File: src/rtl/uart_arb_pkg.sv
// Shared types and constants for the UART TX byte-channel arbiters.
package uart_arb_pkg;

    typedef enum logic [1:0] {
        StIdle = 2'd0,
        StSend = 2'd1,
        StGap  = 2'd2
    } arb_state_e;

    localparam int unsigned NUM_REQ_MAX      = 4;
    localparam logic [7:0]  ASCII_LF         = 8'h0A;
    localparam int unsigned LOCK_TIMEOUT_DEF = 65535;

endpackage

File: src/rtl/uart_rr_pick.sv
// Combinational rotate-priority picker: first masked request at or above ptr, wrapping modulo N.
module uart_rr_pick
    import uart_arb_pkg::*;
#(
    parameter int unsigned N  = 2,
    parameter int unsigned IW = 2
) (
    input  logic [N-1:0]  req,
    input  logic [IW-1:0] ptr,
    input  logic [N-1:0]  mask,
    output logic [N-1:0]  gnt,
    output logic [IW-1:0] idx,
    output logic          any
);

    logic [N-1:0] req_m;
    int unsigned  j;

    assign req_m = req & mask;

    always_comb begin
        gnt = '0;
        idx = '0;
        any = 1'b0;
        j   = 0;
        for (int unsigned k = 0; k < N; k++) begin
            j = 32'(ptr) + k;
            if (j >= N) begin
                j = j - N;
            end
            if (!any && req_m[j]) begin
                any    = 1'b1;
                gnt[j] = 1'b1;
                idx    = IW'(j);
            end
        end
    end

endmodule

File: src/rtl/uart_tx_arbiter.sv
// Round-robin arbiter sharing one uart_tx byte channel among NUM_REQ requesters.
// Optional line locking (no interleaving of text lines) with UART_TX_ARB_LINE_LOCK_EN.
module uart_tx_arbiter
    import uart_arb_pkg::*;
#(
    parameter int unsigned NUM_REQ      = 2,
    parameter int unsigned IDW          = 2,
    parameter int unsigned LOCK_TIMEOUT = LOCK_TIMEOUT_DEF
) (
    input  logic                 clk,
    input  logic                 rst_n,
    input  logic [NUM_REQ-1:0]   req_valid,
    input  logic [8*NUM_REQ-1:0] req_data,
    output logic [NUM_REQ-1:0]   req_ready,
    output logic [7:0]           tx_data,
    output logic                 tx_data_valid,
    input  logic                 tx_data_ready,
    output logic [IDW-1:0]       grant_id,
    output logic                 busy
);

    arb_state_e         state_q, state_d;
    logic [7:0]         tx_data_q, tx_data_d;
    logic               tx_valid_q, tx_valid_d;
    logic [NUM_REQ-1:0] ready_q, ready_d;
    logic [IDW-1:0]     gid_q, gid_d;
    logic [IDW-1:0]     ptr_q, ptr_d;
    logic               busy_q, busy_d;

    logic [NUM_REQ-1:0] lock_mask;
    logic [NUM_REQ-1:0] pick_gnt;
    logic [IDW-1:0]     pick_idx;
    logic               pick_any;
    logic [IDW-1:0]     ptr_nxt;
    logic               tx_accept;

    uart_rr_pick #(
        .N  (NUM_REQ),
        .IW (IDW)
    ) u_pick (
        .req  (req_valid),
        .ptr  (ptr_q),
        .mask (lock_mask),
        .gnt  (pick_gnt),
        .idx  (pick_idx),
        .any  (pick_any)
    );

    assign ptr_nxt   = (32'(pick_idx) == NUM_REQ - 1) ? '0 : pick_idx + 1'b1;
    assign tx_accept = (state_q == StSend) && tx_valid_q && tx_data_ready;

`ifdef UART_TX_ARB_LINE_LOCK_EN
    logic        lock_q, lock_d;
    logic [15:0] idle_cnt_q, idle_cnt_d;
    logic [15:0] idle_cnt_inc;

    // While locked, the owner is the last granted requester (gid_q).
    assign lock_mask    = lock_q ? (NUM_REQ'(1) << gid_q) : '1;
    assign idle_cnt_inc = (idle_cnt_q == 16'hFFFF) ? idle_cnt_q : idle_cnt_q + 16'd1;

    always_comb begin
        lock_d     = lock_q;
        idle_cnt_d = idle_cnt_q;
        if (state_q == StIdle && pick_any) begin
            lock_d     = 1'b1;
            idle_cnt_d = '0;
        end else if (state_q == StIdle && lock_q && !req_valid[gid_q]) begin
            idle_cnt_d = idle_cnt_inc;
            if (32'(idle_cnt_inc) >= LOCK_TIMEOUT) begin
                lock_d = 1'b0;
            end
        end
        if (tx_accept && tx_data_q == ASCII_LF) begin
            lock_d = 1'b0;
        end
    end

    always_ff @(posedge clk or negedge rst_n) begin
        if (!rst_n) begin
            lock_q     <= 1'b0;
            idle_cnt_q <= '0;
        end else begin
            lock_q     <= lock_d;
            idle_cnt_q <= idle_cnt_d;
        end
    end
`else
    assign lock_mask = '1;
`endif

    always_comb begin
        state_d    = state_q;
        tx_data_d  = tx_data_q;
        tx_valid_d = tx_valid_q;
        ready_d    = '0;
        gid_d      = gid_q;
        ptr_d      = ptr_q;
        busy_d     = busy_q;
        unique case (state_q)
            StIdle: begin
                if (pick_any) begin
                    tx_data_d  = req_data[8*pick_idx +: 8];
                    tx_valid_d = 1'b1;
                    busy_d     = 1'b1;
                    ready_d    = pick_gnt;
                    gid_d      = pick_idx;
                    ptr_d      = ptr_nxt;
                    state_d    = StSend;
                end
            end
            StSend: begin
                if (tx_accept) begin
                    tx_valid_d = 1'b0;
                    busy_d     = 1'b0;
                    state_d    = StGap;
                end
            end
            StGap: begin
                state_d = StIdle;
            end
            default: begin
                state_d = StIdle;
            end
        endcase
    end

    always_ff @(posedge clk or negedge rst_n) begin
        if (!rst_n) begin
            state_q    <= StIdle;
            tx_data_q  <= '0;
            tx_valid_q <= 1'b0;
            ready_q    <= '0;
            gid_q      <= '0;
            ptr_q      <= '0;
            busy_q     <= 1'b0;
        end else begin
            state_q    <= state_d;
            tx_data_q  <= tx_data_d;
            tx_valid_q <= tx_valid_d;
            ready_q    <= ready_d;
            gid_q      <= gid_d;
            ptr_q      <= ptr_d;
            busy_q     <= busy_d;
        end
    end

    assign tx_data       = tx_data_q;
    assign tx_data_valid = tx_valid_q;
    assign req_ready     = ready_q;
    assign grant_id      = gid_q;
    assign busy          = busy_q;

endmodule

File: config.mk
export PLATFORM = sky130hd
export DESIGN_NAME = uart_tx_arbiter
export DESIGN_NICKNAME = d
export VERILOG_FILES = /design/src/rtl/uart_arb_pkg.sv /design/src/rtl/uart_rr_pick.sv /design/src/rtl/uart_tx_arbiter.sv
export SDC_FILE = /design/constraint.sdc
export NUM_CORES = 1
export LEC_CHECK = 0
export ABC_AREA = 1
export BUFFER_PORTS_ARGS = -buffer_cell sky130_fd_sc_hd__buf_4
export CORE_UTILIZATION = 40
export CTS_CLUSTER_SIZE = 25
export DETAILED_ROUTE_END_ITERATION = 6
export HOLD_SLACK_MARGIN = 0.15
export PLACE_DENSITY = 0.79
export SYNTH_ARGS = -nofsm -noshare
export SYNTH_HDL_FRONTEND = slang
export SYNTH_SLANG_ARGS = --single-unit
File: constraint.sdc
create_clock -name clk -period 1 [get_ports clk]
set_input_delay 0.15 -clock clk [delete_from_list [all_inputs] [get_ports clk]]
set_output_delay 0.15 -clock clk [all_outputs]
set_load 0.03 [all_outputs]
* Word level (Yosys, flattened, before mapping)
Index checks and enable logic that the tools add are counted.
** Storage, ports and cells
- Bits in registers :: 17
- Word-level logic and storage cells :: 58
- Output and inout bits :: 14
- Input port bits :: 21
** Cells by class
- $lt $le $gt $ge :: 6
- Mux-type cells :: 25
- Shift-type cells :: 1
- Eq/ne operators :: 4
- Add/subtract/negate cells :: 4
- Reduce and logical (&&, ||, !) cells :: 11
- Bitwise logic cells :: 1
** Operators with widths (count)
- $ge A32 B1 Y1 const B :: 2
- $lt A32 B2 Y1 const B :: 2
- $mux W32 :: 2
- $ge A32 B2 Y1 const B :: 1
- $sub A32 B2 Y32 const B :: 1
- $mux W2 :: 9
- $shiftx A16 B6 Y8 :: 1
- $mux W1 :: 10
- $logic_and A1 B1 Y1 :: 5
- $eq A2 B1 Y1 const B :: 2
- $ne A2 B2 Y1 const B :: 2
- $pmux W2 S2 :: 1
- $reduce_and A2 Y1 :: 2
- $add A2 B1 Y3 const B :: 1
- $reduce_and A3 Y1 :: 1
- $sub A2 B2 Y3 const B :: 1
- $add A2 B1 Y2 const B :: 1
- $demux W1 S1 :: 2
- $ge A2 B2 Y1 const B :: 1
- $logic_not A2 Y1 :: 1
- $or A2 B2 Y2 :: 1
- $pmux W1 S2 :: 1
- $reduce_bool A2 Y1 :: 1
- $logic_not A1 Y1 :: 1

* Longest topological paths before layout
Gate-level depths: netlist of run 1.
- Word-level depth :: 11
- Gate-level depth with buffers :: 8
- Depth with buffers taken out :: 7

* Cells and area by module
From an unflattened synthesis of run 1, not the netlist that was laid out.
** Second synthesis, totals
- Cells, all modules :: 113
- Area total of the unflattened synthesis :: 825.8 um2
** Modules (own cells, without submodules)
- uart_tx_arbiter :: area each 762.0 um2, sequential area each 425.4 um2, cells an instance 98, instances 1
- uart_rr_pick :: area each 63.8 um2, sequential area each 0.0 um2, cells an instance 15, instances 1

* Worst setup path after synthesis of run 1
OpenSTA, ideal clock, no wires.
- Kind :: reg2reg
- From :: reg state_q[1]
- To :: reg gid_q[1], in the netlist grant_id[1]
- Setup slack :: 0.009 ns
- Period minus slack after synthesis :: 0.991 ns
- Required time :: 0.882 ns
- Cell stages (with the launch flop) :: 6
- Buffers on the path :: 1
- Data arrival time :: 0.874 ns
- Setup time :: 0.118 ns
- Path through :: dfrtp_1 -> nor2_4 -> nand2_8 -> buf_6 -> nand2_1 -> nand2_1
** On the way
- Word-level cells in the longest chain between the ends :: 2
** Ends and longest elaborated chain
- start, declared :: RTL line uart_tx_arbiter.sv:22 : arb_state_e state_q, state_d;
- start signal, assigned :: RTL line uart_tx_arbiter.sv:129 : state_q <= StIdle;
- start signal, assigned :: RTL line uart_tx_arbiter.sv:137 : state_q <= state_d;
- $logic_not A2 Y1 :: RTL line uart_tx_arbiter.sv:99 : unique case (state_q)
- $reduce_and A2 Y1 (no source line)
- end signal, assigned :: RTL line uart_tx_arbiter.sv:141 : gid_q <= gid_d;
- end, declared :: RTL line uart_tx_arbiter.sv:26 : logic [IDW-1:0] gid_q, gid_d;
No other way between the ends.
A chain may end at the register's enable or synchronous reset.

* Worst setup path in the final report of run 1
- From :: reg state_q[1]
- To :: reg tx_data_q[4], in the netlist tx_data[4]
** On the way
- Word-level cells in the longest chain between the ends :: 2
** Ends and longest elaborated chain
- $logic_not A2 Y1 :: RTL line uart_tx_arbiter.sv:99
- $reduce_and A2 Y1 (no source line)
- end signal, assigned :: RTL line uart_tx_arbiter.sv:138 : tx_data_q <= tx_data_d;
- end, declared :: RTL line uart_tx_arbiter.sv:23 : logic [7:0] tx_data_q, tx_data_d;
No other way between the ends.

==> results of run 1 <==
power by group through the flow:
stage,registers (mW),clock network (mW),logic [mW]
3_3_place_gp,1.14,0,1.69
2_1_floorplan,1.53,0,0.775
4_1_cts,1.13,0.362,1.96
3_5_place_dp,1.14,0,1.73
6_report,1.16,0.352,2.31
5_1_grt,1.19,0.399,2.47
area by class of cell:
type | count | share of cell area [%]
timing repair buffer | 52 | 31.7
multi-input combinational | 77 | 31.3
sequential | 17 | 30.6
tap | 27 | 2.43
inverter | 7 | 2.07
clock buffer | 4 | 1.89
layer usage:
metal  up-vias  wire, um  track usage (%)
li1        427         -                -
met1       408       852             21.1
met2        26      1240             37.1
met3         2       121             5.03
met4         0        27             8.82
met5         -         0                0
per-stage QoR:
stage                     total power, mW  TNS [ps]  instance area [sq um]  cells  hold slack, ps
after floorplan                      2.31         0                    863    102            -146
after global placement               2.83      -107                   1140    163            20.0
after detailed placement             2.87      -401                   1140    163            28.6
after CTS                            3.46      -384                   1270    176             152
after global routing                 4.06     -1610                   1390    184             170
final                                3.83      -559                   1390    184             149
state kept, by name (all words and copies together), names as in the netlist:
register / cells
req_ready: 2
busy: 1
grant_id: 2
tx_data: 8
state_q: 2
ptr_q: 2
cell families (layout without fill, tap and decap cells):
family          Yosys count  after routing  share of synthesized area, %
flops                    17             17                          49.3
buf+inv                  11             63                          8.12
compound gates            5              5                          3.33
simple gates             69             72                          39.3
worst paths after layout:
check	startpoint	slack (ps)	to	depth (start not counted)
max	state_q[1]	-60	tx_data[4]	5
min	req_data[5]	150	tx_data[5]	5
max reg2reg	state_q[1]	-60	tx_data[4]	5
min reg2reg	tx_data[1]	540	tx_data[1]	2
max in group asynchronous	rst_n	550	tx_data[0]	2
min in group asynchronous	rst_n	260	grant_id[1]	2
worst reg2reg max path: cells and delay by family, from the launching register on:
family           cells  cell delay, ps
AND/OR/NAND/NOR      5             570
flip-flops           1             410
placed cells by master (no fill, tap or decap):
cell type,Yosys,final
a21oi_2,1,1
buf_4,1,38
buf_6,3,12
clkbuf_1,0,1
clkbuf_4,0,3
dfrtp_1,17,17
dlygate4sd3_1,0,2
inv_1,4,4
inv_2,2,2
inv_4,1,1
nand2_1,51,39
nand2_2,0,13
nand2_4,3,4
nand2_8,1,2
nand3_1,8,8
nor2_1,3,3
nor2_4,2,2
nor2_8,1,1
o21ai_0,4,4
repair_timing:
item                                    4_1_cts  5_1_grt
cloned                                        2        1
endpoints found under the setup margin       17       27
resized for setup                             5       20
buffers inserted                              5        7
pin swaps                                     4        5
hold buffers                                  2        0
hold endpoints to repair                     18        0
==> results.sh, run 1 <==
export IMPL_clkPwrFrac_pct=9.2
export IMPL_drt_iter0_markers=17
export IMPL_ys_seq_area_share_pct=49.3
export IMPL_cts_tree="built"
export IMPL_die_y_um=48.5
export IMPL_p_comb_share_pct=60.4
export IMPL_path_class="flop to flop"
export IMPL_grt_pass1_wl_um=3460
export IMPL_yosysWarnings=0
export IMPL_htreeDepth=1
export IMPL_fin_nets=179
export IMPL_p_sw_mw=1.67
export IMPL_synthArstFlopShare_pct=100
export IMPL_core_area_sq_um=2000
export IMPL_irDropWorstVdd_mv=1.88
export IMPL_post_route_util_pct=69.4
export IMPL_cpMostUsedCell="nand2_1"
export IMPL_power_per_cell_area_nw_per_um2=2750
export IMPL_tightest_slew_ps=221
export IMPL_cp_start_kind="flop"
export IMPL_die_x_um=48.5
export IMPL_yosysMostFrequentCell="nand2_1"
export IMPL_switching_share_pct=43.7
export IMPL_grt_start_max_net_pins=18
export IMPL_die_area_sq_um=2350
export IMPL_hold_viol_final=0
export IMPL_multi_input_area_sq_um=435
export IMPL_grt_overflow=0
export IMPL_drv_slew=0
export IMPL_drc=0
export IMPL_ys_types=15
export IMPL_cap_violations=0
export IMPL_antenna_found_initial=0
export IMPL_clock_path_buffers=2
export IMPL_power_frac_seq_pct=30.4
export IMPL_outcome="finished, violations left"
export IMPL_p_int_mw=2.15
export IMPL_cts_root_buf="clkbuf_4"
export IMPL_rsz0062_at_grt="true"
export IMPL_skew_ps=2.33
export IMPL_layout_min_cycle_time_ps=1060
export IMPL_post_place_ws_ps=-64.6
export IMPL_clk_pin_slew_ps=90
export IMPL_synthFlopType="dfrtp_1"
export IMPL_grt_usage_pct=19.9
export IMPL_p_leak_nw=0.767
export IMPL_crit_path_top_delay_cell="dfrtp_1"
export IMPL_via_per_inst=4.69
export IMPL_path_cells="nor2_4 -> nand2_8 -> nor2_8 -> nand2_1 -> nand2_1"
export IMPL_ys_top_cells_by_count="nand2_1, dfrtp_1, nand3_1, inv_1, o21ai_0"
export IMPL_portBuffers=34
export IMPL_grt_pass1_vias=800
export IMPL_dp_hpwl_um=1430
export IMPL_crit_family="simple AND/OR/NAND/NOR gates"
export IMPL_yosysTopAreaCellShare_pct=49.3
export IMPL_cp_end_kind="flop"
export IMPL_nFillCells=153
export IMPL_gp_congestion=0.751
export IMPL_fin_ws_ps=-58.8
export IMPL_antenna_left=0
export IMPL_critPathBufInv=0
export IMPL_fmax_ghz=0.944
export IMPL_routed_wirelength_um=2240
export IMPL_drive_above_1_share_pct=50.3
export IMPL_synth_area_leader_cell="dfrtp_1"
export IMPL_dr_total_vias=863
export IMPL_syn_area_sq_um=863
export IMPL_syn_num_nets=123
export IMPL_netlist_instances=102
export IMPL_syn_avg_cell_area_sq_um=8.46
export IMPL_hp_class="input pin to flop"
export IMPL_layout_worst_path_cycle_share_pct=106
export IMPL_io_pins=35
export IMPL_synth_edff_count=0
export IMPL_setup_viol_count_final=15
export IMPL_wl_per_cell_um=12.2
export IMPL_violations="setup timing"
export IMPL_crit_fanout=8
export IMPL_cts_buffers=3
export IMPL_initial_core_util_pct=43.1
export IMPL_crit_arrival_ps=1280
export IMPL_synth_area_leaders="dfrtp_1, nand2_1, nand3_1, buf_6, nand2_4"
export IMPL_fp_row_count=16
export IMPL_worstSkewPairLatency_ps=280
export IMPL_ys_ff_latch=17
export IMPL_area_growth_pct=61.0
export IMPL_first_pass_iters=4
export IMPL_seq_area_sq_um=425
export IMPL_max_stage_delay_ps=410
export IMPL_relSlewSlack_pct=85.2
export IMPL_num_antenna_cells=0
export IMPL_clkSinkCount=17
export IMPL_worst_ep_required_time_ps=1220
Power figures use the tool's default switching activity.
==> inputs of run 2 (changes only) <==
--- a/config.mk
+++ b/config.mk
@@ -7,7 +7,9 @@
 export LEC_CHECK = 0
 export ABC_AREA = 1
 export BUFFER_PORTS_ARGS = -buffer_cell sky130_fd_sc_hd__buf_4
+export CORE_MARGIN = 2
 export CORE_UTILIZATION = 40
+export CTS_BUF_LIST = sky130_fd_sc_hd__clkbuf_4
 export CTS_CLUSTER_SIZE = 25
 export DETAILED_ROUTE_END_ITERATION = 6
 export HOLD_SLACK_MARGIN = 0.15
==> results.sh, run 2 (synthesis gave the netlist of run 1 again) <==
export IMPL_skew_ps=0.605
export IMPL_final_cells=185
export IMPL_gp_congestion=0.815
export IMPL_dr_total_vias=860
export IMPL_power_per_cell_area_nw_per_um2=2740
export IMPL_area_growth_pct=61.6
export IMPL_antenna_found_initial=0
export IMPL_die_area_sq_um=2550
export IMPL_worstSkewPairLatency_ps=290
export IMPL_initial_core_util_pct=43.1
export IMPL_antenna_left=0
export IMPL_crit_arrival_ps=1320
export IMPL_p_leak_nw=0.774
export IMPL_drt_met1_wl_um=944
export IMPL_dr_max_layer_used="met4"
export IMPL_io_pins=35
export IMPL_mostFrequentLayoutCells="nand2_1, buf_4, dfrtp_1"
export IMPL_p_comb_share_pct=59.0
export IMPL_place_area_sq_um=1140
export IMPL_tightest_slew_ps=226
export IMPL_grt_pass1_wl_um=3750
export IMPL_cp_end_kind="flop"
export IMPL_fin_nets=180
export IMPL_drv_slew=0
export IMPL_grt_start_max_net_pins=18
export IMPL_wl_met2_um=1260
export IMPL_switching_share_pct=43.4
export IMPL_p_int_mw=2.16
export IMPL_drc=0
export IMPL_wl_per_cell_um=12.5
export IMPL_rsz0062_at_grt="true"
export IMPL_drt_iter0_markers=16
export IMPL_grt_overflow=0
export IMPL_hold_viol_final=0
export IMPL_core_area_sq_um=2000
export IMPL_clkPwrFrac_pct=10.4
export IMPL_dp_hpwl_um=1450
export IMPL_fin_ws_ps=-88.4
export IMPL_power_frac_seq_pct=30.6
export IMPL_htreeDepth=1
export IMPL_clkSinkCount=17
export IMPL_grt_usage_pct=20.4
export IMPL_cts_buffers=3
export IMPL_cap_violations=0
export IMPL_wl_met3_um=90
export IMPL_drive_above_1_share_pct=43.0
export IMPL_final_common_cell="nand2_1"
export IMPL_stdcell_area_sq_um=1400
export IMPL_p_sw_mw=1.66
export IMPL_post_route_util_pct=69.7
export IMPL_die_y_um=50.5
export IMPL_fp_row_count=16
export IMPL_first_pass_iters=4
export IMPL_setup_viol_count_final=18
export IMPL_layout_worst_path_cycle_share_pct=109
export IMPL_num_antenna_cells=0
export IMPL_portBuffers=34
export IMPL_cts_tree="built"
export IMPL_irDropWorstVdd_mv=1.43
export IMPL_grt_pass1_vias=831
export IMPL_hp_class="input pin to flop"
export IMPL_worst_ep_required_time_ps=1240
export IMPL_cts_root_buf="clkbuf_4"
export IMPL_violations="setup timing"
export IMPL_largest_register_ffs=8
export IMPL_via_per_inst=4.65
export IMPL_path_class="flop to flop"
export IMPL_clk_pin_slew_ps=100
export IMPL_routed_wirelength_um=2310
export IMPL_clock_path_buffers=2
export IMPL_dp_cells=163
export IMPL_cp_start_kind="flop"
export IMPL_outcome="finished, violations left"
export IMPL_crit_fanout=8
export IMPL_fmax_ghz=0.919
export IMPL_layout_min_cycle_time_ps=1090
export IMPL_relSlewSlack_pct=84.9
export IMPL_die_x_um=50.5
## run 2: final timing paths
kind / start / end / slack, ps / cells past startpoint
min in group asynchronous: rst_n / tx_data[6] / 260 / 2
max in group asynchronous: rst_n / busy / 550 / 2
min reg2reg: tx_data[7] / tx_data[7] / 530 / 2
max: state_q[1] / tx_data[4] / -90 / 5
min: req_data[2] / tx_data[2] / 160 / 5
max reg2reg: state_q[1] / tx_data[4] / -90 / 5
## run 2: cell type report
| type | count | area (sq um) |
|---|---|---|
| fill | 146 | 607 |
| timing repair buffer | 55 | 480 |
| multi-input combinational | 75 | 397 |
| tap | 27 | 33.8 |
| inverter | 7 | 28.8 |
| clock buffer | 4 | 30.0 |
| sequential | 17 | 425 |
## run 2: stage by stage
stage	worst slack [ps]	total power, mW	hold WS [ps]	setup TNS, ps
after floorplan	8.75	2.31	-146	0
after global placement	-23.6	2.83	21.9	-128
after detailed placement	-62.0	2.87	28.3	-479
after CTS	-41.3	3.64	152	-393
after global routing	-157	4.06	155	-2300
final	-88.4	3.82	157	-964
## run 2: critical path, cell delays in order, from the launching register on
cell and delay (ps):
dfrtp_1 420, nor2_4 220, nand2_8 110, nor2_8 150
nand2_1 80, nand2_1 50
## run 2: power by group through the flow
stage | logic [mW] | clock network (mW) | registers, mW
4_1_cts | 2.09 | 0.406 | 1.14
5_1_grt | 2.40 | 0.462 | 1.20
3_5_place_dp | 1.74 | 0 | 1.14
2_1_floorplan | 0.775 | 0 | 1.53
6_report | 2.25 | 0.399 | 1.17
3_3_place_gp | 1.69 | 0 | 1.14
## run 2: what timing repair did
action	4_1_cts	5_1_grt
setup endpoints to repair	23	30
hold buffers	6	0
pin swaps	6	3
gates resized for setup	11	8
buffers inserted	8	3
gates cloned	1	0
endpoints found under the hold margin	22	0
## run 2: routing by layer
layer / up-vias / GRT usage [%]
li1: 427 / -
met1: 407 / 22.9
met2: 24 / 35.5
met3: 2 / 5.65
met4: 0 / 9.46
met5: - / 0
